--- src/rtl/spr_wr_sched_pkg.sv ---
// Shared types and helpers for the SPR write-port scheduler.
// Holds the FSM encoding, default widths and the saturating commit counter.
package spr_wr_sched_pkg;

  localparam int unsigned SprAddrW = 10;
  localparam int unsigned SprDataW = 32;
  localparam int unsigned SprIdxW  = 5;
  localparam int unsigned CntW     = 16;

  typedef enum logic [1:0] {
    StRun   = 2'd0,
    StDrain = 2'd1,
    StIdle  = 2'd2
  } state_e;

  function automatic logic [CntW-1:0] sat_add(input logic [CntW-1:0] cnt,
                                              input logic [1:0]      inc);
    logic [CntW:0] sum;
    sum = {1'b0, cnt} + {{(CntW - 1){1'b0}}, inc};
    return sum[CntW] ? '1 : sum[CntW-1:0];
  endfunction

endpackage

--- src/rtl/spr_wr_sched_if.sv ---
// Request, SPR write-port and hazard-check bundle of the scheduler.
// master = requester/pipeline side, slave = scheduler side.
interface spr_wr_sched_if
  import spr_wr_sched_pkg::*;
#(
  parameter int unsigned N_REQ = 4,
  parameter int unsigned AW    = SprAddrW,
  parameter int unsigned DW    = SprDataW
);
  logic [N_REQ-1:0]    req_valid;
  logic [N_REQ-1:0]    req_ready;
  logic [N_REQ*AW-1:0] req_addr;
  logic [N_REQ*DW-1:0] req_data;
  logic                wr0;
  logic                wr1;
  logic [AW-1:0]       waddr0;
  logic [AW-1:0]       waddr1;
  logic [DW-1:0]       wd0;
  logic [DW-1:0]       wd1;
  logic [AW-1:0]       chk_addr0;
  logic [AW-1:0]       chk_addr1;
  logic                chk_hit0;
  logic                chk_hit1;

  modport master (
    output req_valid, req_addr, req_data, chk_addr0, chk_addr1,
    input  req_ready, wr0, wr1, waddr0, waddr1, wd0, wd1, chk_hit0, chk_hit1
  );

  modport slave (
    input  req_valid, req_addr, req_data, chk_addr0, chk_addr1,
    output req_ready, wr0, wr1, waddr0, waddr1, wd0, wd1, chk_hit0, chk_hit1
  );
endinterface

--- src/rtl/spr_wr_sched_rr_pick2.sv ---
// Rotating two-winner picker: first valid from ptr_i wins port0, the next valid
// requester with a different SPR index wins port1.
module spr_wr_sched_rr_pick2 #(
  parameter int unsigned NReq = 4,
  parameter int unsigned IdxW = 5,
  parameter int unsigned PtrW = 2
) (
  input  logic            en_i,
  input  logic [NReq-1:0] valid_i,
  input  logic [IdxW-1:0] idx_i [NReq],
  input  logic [PtrW-1:0] ptr_i,
  output logic [NReq-1:0] gnt0_o,
  output logic [NReq-1:0] gnt1_o,
  output logic            g0_vld_o,
  output logic            g1_vld_o,
  output logic [PtrW-1:0] g0_idx_o,
  output logic [PtrW-1:0] g1_idx_o,
  output logic [PtrW-1:0] last_o
);

  localparam logic [PtrW:0] NReqW = (PtrW + 1)'(NReq);

  always_comb begin
    logic [PtrW:0]   pos_w;
    logic [PtrW-1:0] pos;
    logic [IdxW-1:0] idx0;
    gnt0_o   = '0;
    gnt1_o   = '0;
    g0_vld_o = 1'b0;
    g1_vld_o = 1'b0;
    g0_idx_o = '0;
    g1_idx_o = '0;
    idx0     = '0;
    pos_w    = '0;
    pos      = '0;
    for (int unsigned k = 0; k < NReq; k++) begin
      pos_w = {1'b0, ptr_i} + (PtrW + 1)'(k);
      if (pos_w >= NReqW) pos_w = pos_w - NReqW;
      pos = pos_w[PtrW-1:0];
      if (en_i && valid_i[pos]) begin
        if (!g0_vld_o) begin
          g0_vld_o    = 1'b1;
          gnt0_o[pos] = 1'b1;
          g0_idx_o    = pos;
          idx0        = idx_i[pos];
        end else if (!g1_vld_o && (idx_i[pos] != idx0)) begin
          g1_vld_o    = 1'b1;
          gnt1_o[pos] = 1'b1;
          g1_idx_o    = pos;
        end
      end
    end
    // port1 always sits later in the rotation than port0
    last_o = g1_vld_o ? g1_idx_o : g0_idx_o;
  end

endmodule

--- src/rtl/spr_wr_sched.sv ---
// Round-robin scheduler for the two SPR write ports with same-index exclusion,
// registered write outputs, RAW hazard flags and a quiesce/drain FSM.
module spr_wr_sched
  import spr_wr_sched_pkg::*;
#(
  parameter int unsigned N_REQ = 4,
  parameter int unsigned AW    = SprAddrW,
  parameter int unsigned DW    = SprDataW,
  parameter int unsigned IDX_W = SprIdxW
) (
  input  logic            clk,
  input  logic            rst_n,
  spr_wr_sched_if.slave   bus,
  input  logic            quiesce,
  output logic            idle,
  output logic [CntW-1:0] wr_cnt
);

  localparam int unsigned PtrW = $clog2(N_REQ);

  state_e          state_q, state_d;
  logic [PtrW-1:0] rr_ptr_q, rr_ptr_d;
  logic            wr0_q, wr0_d, wr1_q, wr1_d;
  logic [AW-1:0]   waddr0_q, waddr0_d, waddr1_q, waddr1_d;
  logic [DW-1:0]   wd0_q, wd0_d, wd1_q, wd1_d;
  logic [CntW-1:0] wr_cnt_q, wr_cnt_d;

  logic [AW-1:0]    addr_arr [N_REQ];
  logic [DW-1:0]    data_arr [N_REQ];
  logic [IDX_W-1:0] idx_arr  [N_REQ];
  logic [N_REQ-1:0] vhit0, vhit1;
  logic [IDX_W-1:0] chk_idx0, chk_idx1;

  assign chk_idx0 = bus.chk_addr0[IDX_W-1:0];
  assign chk_idx1 = bus.chk_addr1[IDX_W-1:0];

  for (genvar i = 0; i < N_REQ; i++) begin : g_req
    assign addr_arr[i] = bus.req_addr[i*AW +: AW];
    assign data_arr[i] = bus.req_data[i*DW +: DW];
    assign idx_arr[i]  = addr_arr[i][IDX_W-1:0];
    assign vhit0[i]    = bus.req_valid[i] && (idx_arr[i] == chk_idx0);
    assign vhit1[i]    = bus.req_valid[i] && (idx_arr[i] == chk_idx1);
  end

  logic            grant_en;
  logic [N_REQ-1:0] gnt0, gnt1;
  logic            g0_vld, g1_vld;
  logic [PtrW-1:0] g0_idx, g1_idx, last_idx;

  // The cycle quiesce is first seen already gets no grant.
  assign grant_en = (state_q == StRun) && !quiesce;

  spr_wr_sched_rr_pick2 #(
    .NReq (N_REQ),
    .IdxW (IDX_W),
    .PtrW (PtrW)
  ) u_pick (
    .en_i     (grant_en),
    .valid_i  (bus.req_valid),
    .idx_i    (idx_arr),
    .ptr_i    (rr_ptr_q),
    .gnt0_o   (gnt0),
    .gnt1_o   (gnt1),
    .g0_vld_o (g0_vld),
    .g1_vld_o (g1_vld),
    .g0_idx_o (g0_idx),
    .g1_idx_o (g1_idx),
    .last_o   (last_idx)
  );

  assign bus.req_ready = gnt0 | gnt1;

  always_comb begin
    state_d = state_q;
    unique case (state_q)
      StRun:   if (quiesce) state_d = StDrain;
      StDrain: if (!wr0_q && !wr1_q) state_d = StIdle;
      StIdle:  if (!quiesce) state_d = StRun;
      default: state_d = StRun;
    endcase

    rr_ptr_d = rr_ptr_q;
    if (g0_vld) begin
      rr_ptr_d = (last_idx == PtrW'(N_REQ - 1)) ? '0 : last_idx + PtrW'(1);
    end

    wr0_d    = g0_vld;
    waddr0_d = g0_vld ? addr_arr[g0_idx] : '0;
    wd0_d    = g0_vld ? data_arr[g0_idx] : '0;
    wr1_d    = g1_vld;
    waddr1_d = g1_vld ? addr_arr[g1_idx] : '0;
    wd1_d    = g1_vld ? data_arr[g1_idx] : '0;

    wr_cnt_d = sat_add(wr_cnt_q, {1'b0, wr0_q} + {1'b0, wr1_q});
  end

  always_ff @(posedge clk or negedge rst_n) begin
    if (!rst_n) begin
      state_q  <= StRun;
      rr_ptr_q <= '0;
      wr0_q    <= 1'b0;
      wr1_q    <= 1'b0;
      waddr0_q <= '0;
      waddr1_q <= '0;
      wd0_q    <= '0;
      wd1_q    <= '0;
      wr_cnt_q <= '0;
    end else begin
      state_q  <= state_d;
      rr_ptr_q <= rr_ptr_d;
      wr0_q    <= wr0_d;
      wr1_q    <= wr1_d;
      waddr0_q <= waddr0_d;
      waddr1_q <= waddr1_d;
      wd0_q    <= wd0_d;
      wd1_q    <= wd1_d;
      wr_cnt_q <= wr_cnt_d;
    end
  end

  assign bus.chk_hit0 = (|vhit0) || (wr0_q && (waddr0_q[IDX_W-1:0] == chk_idx0))
                                 || (wr1_q && (waddr1_q[IDX_W-1:0] == chk_idx0));
  assign bus.chk_hit1 = (|vhit1) || (wr0_q && (waddr0_q[IDX_W-1:0] == chk_idx1))
                                 || (wr1_q && (waddr1_q[IDX_W-1:0] == chk_idx1));

  assign bus.wr0    = wr0_q;
  assign bus.wr1    = wr1_q;
  assign bus.waddr0 = waddr0_q;
  assign bus.waddr1 = waddr1_q;
  assign bus.wd0    = wd0_q;
  assign bus.wd1    = wd1_q;
  assign idle       = (state_q == StIdle);
  assign wr_cnt     = wr_cnt_q;

  // Hazard compare only looks at the register-file index bits.
  logic unused_chk;
  assign unused_chk = ^{bus.chk_addr0[AW-1:IDX_W], bus.chk_addr1[AW-1:IDX_W]};

endmodule
--- src/flat_wrapper.sv ---
// flat-port wrapper written by rule: the top's interface ports become plain ports
module spr_wr_sched_flat import spr_wr_sched_pkg::*;
#(
  parameter int unsigned N_REQ = 4,
  parameter int unsigned AW    = SprAddrW,
  parameter int unsigned DW    = SprDataW,
  parameter int unsigned IDX_W = SprIdxW
)
  (clk, rst_n, quiesce, idle, wr_cnt, bus_req_valid, bus_req_addr, bus_req_data, bus_chk_addr0, bus_chk_addr1, bus_req_ready, bus_wr0, bus_wr1, bus_waddr0, bus_waddr1, bus_wd0, bus_wd1, bus_chk_hit0, bus_chk_hit1);
  spr_wr_sched_if #(.N_REQ(N_REQ), .AW(AW), .DW(DW)) bus_i ();
  input  logic clk;
  input  logic rst_n;
  input  logic quiesce;
  output logic idle;
  output logic [CntW-1:0] wr_cnt;
  input wire logic [$bits(bus_i.req_valid)-1:0] bus_req_valid;
  input wire logic [$bits(bus_i.req_addr)-1:0] bus_req_addr;
  input wire logic [$bits(bus_i.req_data)-1:0] bus_req_data;
  input wire logic [$bits(bus_i.chk_addr0)-1:0] bus_chk_addr0;
  input wire logic [$bits(bus_i.chk_addr1)-1:0] bus_chk_addr1;
  output wire logic [$bits(bus_i.req_ready)-1:0] bus_req_ready;
  output wire logic [$bits(bus_i.wr0)-1:0] bus_wr0;
  output wire logic [$bits(bus_i.wr1)-1:0] bus_wr1;
  output wire logic [$bits(bus_i.waddr0)-1:0] bus_waddr0;
  output wire logic [$bits(bus_i.waddr1)-1:0] bus_waddr1;
  output wire logic [$bits(bus_i.wd0)-1:0] bus_wd0;
  output wire logic [$bits(bus_i.wd1)-1:0] bus_wd1;
  output wire logic [$bits(bus_i.chk_hit0)-1:0] bus_chk_hit0;
  output wire logic [$bits(bus_i.chk_hit1)-1:0] bus_chk_hit1;
  assign bus_i.req_valid = bus_req_valid;
  assign bus_i.req_addr = bus_req_addr;
  assign bus_i.req_data = bus_req_data;
  assign bus_i.chk_addr0 = bus_chk_addr0;
  assign bus_i.chk_addr1 = bus_chk_addr1;
  assign bus_req_ready = bus_i.req_ready;
  assign bus_wr0 = bus_i.wr0;
  assign bus_wr1 = bus_i.wr1;
  assign bus_waddr0 = bus_i.waddr0;
  assign bus_waddr1 = bus_i.waddr1;
  assign bus_wd0 = bus_i.wd0;
  assign bus_wd1 = bus_i.wd1;
  assign bus_chk_hit0 = bus_i.chk_hit0;
  assign bus_chk_hit1 = bus_i.chk_hit1;
  spr_wr_sched #(.N_REQ(N_REQ), .AW(AW), .DW(DW), .IDX_W(IDX_W)) u_core (.clk(clk), .rst_n(rst_n), .bus(bus_i), .quiesce(quiesce), .idle(idle), .wr_cnt(wr_cnt));
endmodule
--- config.mk ---
export PLATFORM = sky130hd
export DESIGN_NAME = spr_wr_sched_flat
export DESIGN_NICKNAME = d
export VERILOG_FILES = /design/src/rtl/spr_wr_sched_pkg.sv /design/src/rtl/spr_wr_sched_if.sv /design/src/rtl/spr_wr_sched_rr_pick2.sv /design/src/rtl/spr_wr_sched.sv /design/src/flat_wrapper.sv
export SDC_FILE = /design/constraint.sdc
export NUM_CORES = 1
export LEC_CHECK = 0
export ABC_AREA = 0
export CORE_MARGIN = 1.5
export CORE_UTILIZATION = 25
export CTS_BUF_LIST = sky130_fd_sc_hd__clkbuf_16
export CTS_CLUSTER_DIAMETER = 120
export DETAILED_ROUTE_END_ITERATION = 16
export DONT_BUFFER_PORTS = 1
export GPL_TIMING_DRIVEN = 0
export PLACE_DENSITY = 0.46
export SETUP_SLACK_MARGIN = 0.15
export SLEW_MARGIN = 0
export SYNTH_ARGS = -nofsm -noshare
export SYNTH_HDL_FRONTEND = slang
export SYNTH_SLANG_ARGS = --single-unit
export TNS_END_PERCENT = 20
--- constraint.sdc ---
create_clock -name clk -period 11.5 [get_ports clk]
set_input_delay 3.45 -clock clk [delete_from_list [all_inputs] [get_ports clk]]
set_output_delay 3.45 -clock clk [all_outputs]
set_load 0.005 [all_outputs]
==> reports/metrics.cfg <==
[logic_synthesis]
synth_cell_types = 59
synthArstFlopShare_pct = 100
synth_enable_flop_cells = 0
ys_ff_latch = 106
syn_inst = 749
netlist_area_um2 = 8130
syn_avg_cell_area_um2 = 10.9
synth.net_count = 951
synth_ff_type = dfrtp_1
ys_seq_area_share_pct = 32.6
ys_warn_count = 0

[clocking]
clk_pin_slew_ns = 0.08
cts.sinks = 106
ctsRootBufferMaster = clkbuf_16
cts_inserted_buffers = 9
holdBufCountCts = 0
htree_levels = 3
cts_resized = 0
clockBufferDepth = 2
tritoncts = done
postCtsSetupRepairBufs = 0
clock_latency_ns = 0.37

[setup_path]
reg2reg_from = u_core.rr_ptr_q[0]$_DFFE_PN0P_
r2r_cells = 20
cp.required_ns = 8.05
r2r_setup_slack_ns = 5.61
crit_path_start_kind = input port
cp.arrival_ns = 6.53
worstSetupEndpointType = primary output
r2r_end = u_core.bus.wd1[8]$_DFF_PN0_
critPathMaxFanout = 10
crit_type = in2out

[grt]
grt_pass1_wl_um = 43300
grt_max_degree = 107
grt_pass1_vias = 6678
antenna_found_initial = 0
grt_overflow_total = 0
grt_usage_pct = 17.5

[drt]
postRouteWirelength_um = 29300
post_drt_wl_per_cell_um = 24.4
dr.pass1.iters = 4
drtIter0Drc = 262
antenna_left = 0
viasPerCell = 5.18
drc = 0
vias = 6217

[floorplanning]
core_area_um2 = 31800
die_h_um = 183
dieArea_um2 = 33600
fp-row-count = 65
io_pins = 304
die_width_um = 183
start_util_pct = 25.6

[timing]
fin_worst_skew_ns = 0.0102
grt_setup_unrepaired = false
tns_ns = 0
fin_crit_sh_pct = 86.8
slew_violations = 0
setup_viol = 0
tightest_slew_ns = 0.947
post-route-min-period_ns = 9.98
fmax_ghz = 0.100
maxSlewHeadroom_pct = 36.4
hold_violations = 0

[hold_path]
min_to = u_core.state_q[0]$_DFFE_PN0P_
min_from = u_core.state_q[1]$_DFFE_PN0P_
min_delay_path_depth = 1
hp-class = reg2reg

[layout]
insertedDiodeCount = 0
layout.cells.non_filler = 1201
area_delta_synth_final_pct = 10.6
nets = 963
drive_gt1_share_pct = 20.4

[power_and_ir_drop]
p_per_area_nw_per_um2 = 236
p_total_mw = 2.13
ir_drop_v = 0.0000889
leakagePower_nw = 3.52

[place]
place_congestion = 0.839
hpwlAfterDp_um = 22500
io_buffers = 0
place_inst = 1185

[run]
max-cap-violations = 0

[run_status]
status = complete, no violations

## through the flow
step | hold WS, ns | cell area (µm²) | worst slack, ns | util [%]
final | 0.500 | 9000 | 1.52 | 28.3
after global routing | 0.533 | 9000 | 1.36 | 28.3
after CTS | 0.504 | 9000 | 1.50 | 28.3
after detailed placement | 0.492 | 8690 | 1.51 | 27.3
after global placement | 0.490 | 8670 | 1.50 | 27.3
after floorplan | 0.455 | 8130 | 2.22 | -
## cell families (layout without fill, tap and decap cells)
| logic type | after synthesis | count (layout) | synth area share, % |
|---|---|---|---|
| AOI/OAI and AO/OA | 107 | 107 | 9.43 |
| xor gates and xnor gates | 74 | 74 | 7.97 |
| adders and majority gates | 7 | 7 | 1.17 |
| buffers and inverters | 89 | 106 | 5.42 |
| DFF | 106 | 106 | 32.6 |
| muxes | 158 | 158 | 29.7 |
| and+or+nand+nor | 208 | 208 | 13.7 |
## where the power goes
part | internal, mW | leakage, nW | switching (mW)
clock network | 0.171 | 0.142 | 0.160
logic | 0.549 | 1.96 | 0.615
registers | 0.505 | 1.42 | 0.128
## worst max-delay path, cell delays in order
cell,delay (ns)
nor3_1,0.71
clkbuf_1,0.45
nand3_1,0.18
and2_1,0.22
and3_1,0.14
nor4_1,0.33
and4_1,0.33
or2_2,0.15
o21ai_0,0.17
a221o_1,0.39
## worst max path at each step
stage	slack, ns	from	to	cells after the start
2_1_floorplan	2.22	bus_req_valid[3]	bus_req_ready[0]	9
3_3_place_gp	1.50	quiesce	bus_req_ready[1]	10
3_5_place_dp	1.51	quiesce	bus_req_ready[2]	10
4_1_cts	1.50	quiesce	bus_req_ready[2]	10
5_1_grt	1.36	quiesce	bus_req_ready[2]	10
6_report	1.52	quiesce	bus_req_ready[0]	10
## placed cells by master, fill, tap and decap left out, drive strengths merged, types with 6 or more instances in the layout
cell    synthesis  final
dfrtp         106    106
mux4           62     62
clkbuf         49     58
nor2           56     56
xor2           55     55
mux2i          48     48
mux2           48     48
and2           46     46
a211oi         45     45
buf            28     29
nand2          25     25
xnor2          19     19
a21oi          18     18
and3           16     16
nand3          16     16
nor4           14     14
inv            12     14
o21ai          12     12
nor3            8      8
nand4           7      7
a31oi           6      6
ha              6      6
## cell usage after synthesis, types with 4 or more instances
| library cell | instances | area share (%) |
|---|---|---|
| clkbuf_1 | 47 | 2.2 |
| nand2_1 | 25 | 1.2 |
| xnor2_1 | 19 | 2.0 |
| nand4_1 | 7 | 0.54 |
| a31oi_1 | 6 | 0.46 |
| nor2_1 | 56 | 2.6 |
| nor3_1 | 8 | 0.49 |
| inv_1 | 12 | 0.55 |
| and3_1 | 16 | 1.2 |
| buf_2 | 15 | 0.92 |
| mux4_2 | 62 | 17 |
| ha_1 | 6 | 0.92 |
| dfrtp_1 | 106 | 33 |
| mux2_2 | 45 | 6.2 |
| xor2_1 | 55 | 5.9 |
| nor4_1 | 14 | 1.1 |
| a21oi_1 | 17 | 1.0 |
| mux2i_1 | 48 | 5.9 |
| and2_1 | 45 | 3.5 |
| o21ai_0 | 11 | 0.68 |
| a211oi_1 | 45 | 4.2 |
| nor2b_1 | 4 | 0.31 |
| buf_1 | 5 | 0.23 |
| nand3_1 | 16 | 0.98 |
| or3_1 | 4 | 0.31 |
## routing by layer
metal	vias up	GRT usage, %	part of all wire, %
li1	2782	-	-
met1	3129	20.1	39
met2	277	30.5	50
met3	29	6.35	9.7
met4	0	5.08	1.8
met5	-	0	0
## layout make-up
type | instances | area (µm²)
Sequential cell | 106 | 2650
Fill cell | 3327 | 22800
Clock inverter | 7 | 77.6
Timing Repair Buffer | 1 | 11.3
Clock buffer | 9 | 225
Buffer | 77 | 395
Inverter | 12 | 45.0
Tap cell | 435 | 544
Multi-Input combinational cell | 554 | 5040
## sequential cells by signal, indices dropped and copies added (netlist names)
name               count
u_core.bus.waddr0     10
u_core.bus.waddr1     10
u_core.bus.wd0        32
u_core.bus.wd1        32
u_core.bus.wr0         1
u_core.bus.wr1         1
u_core.rr_ptr_q        2
u_core.state_q         2
u_core.wr_cnt         16
No activity file was read; power rests on OpenSTA's default activity.
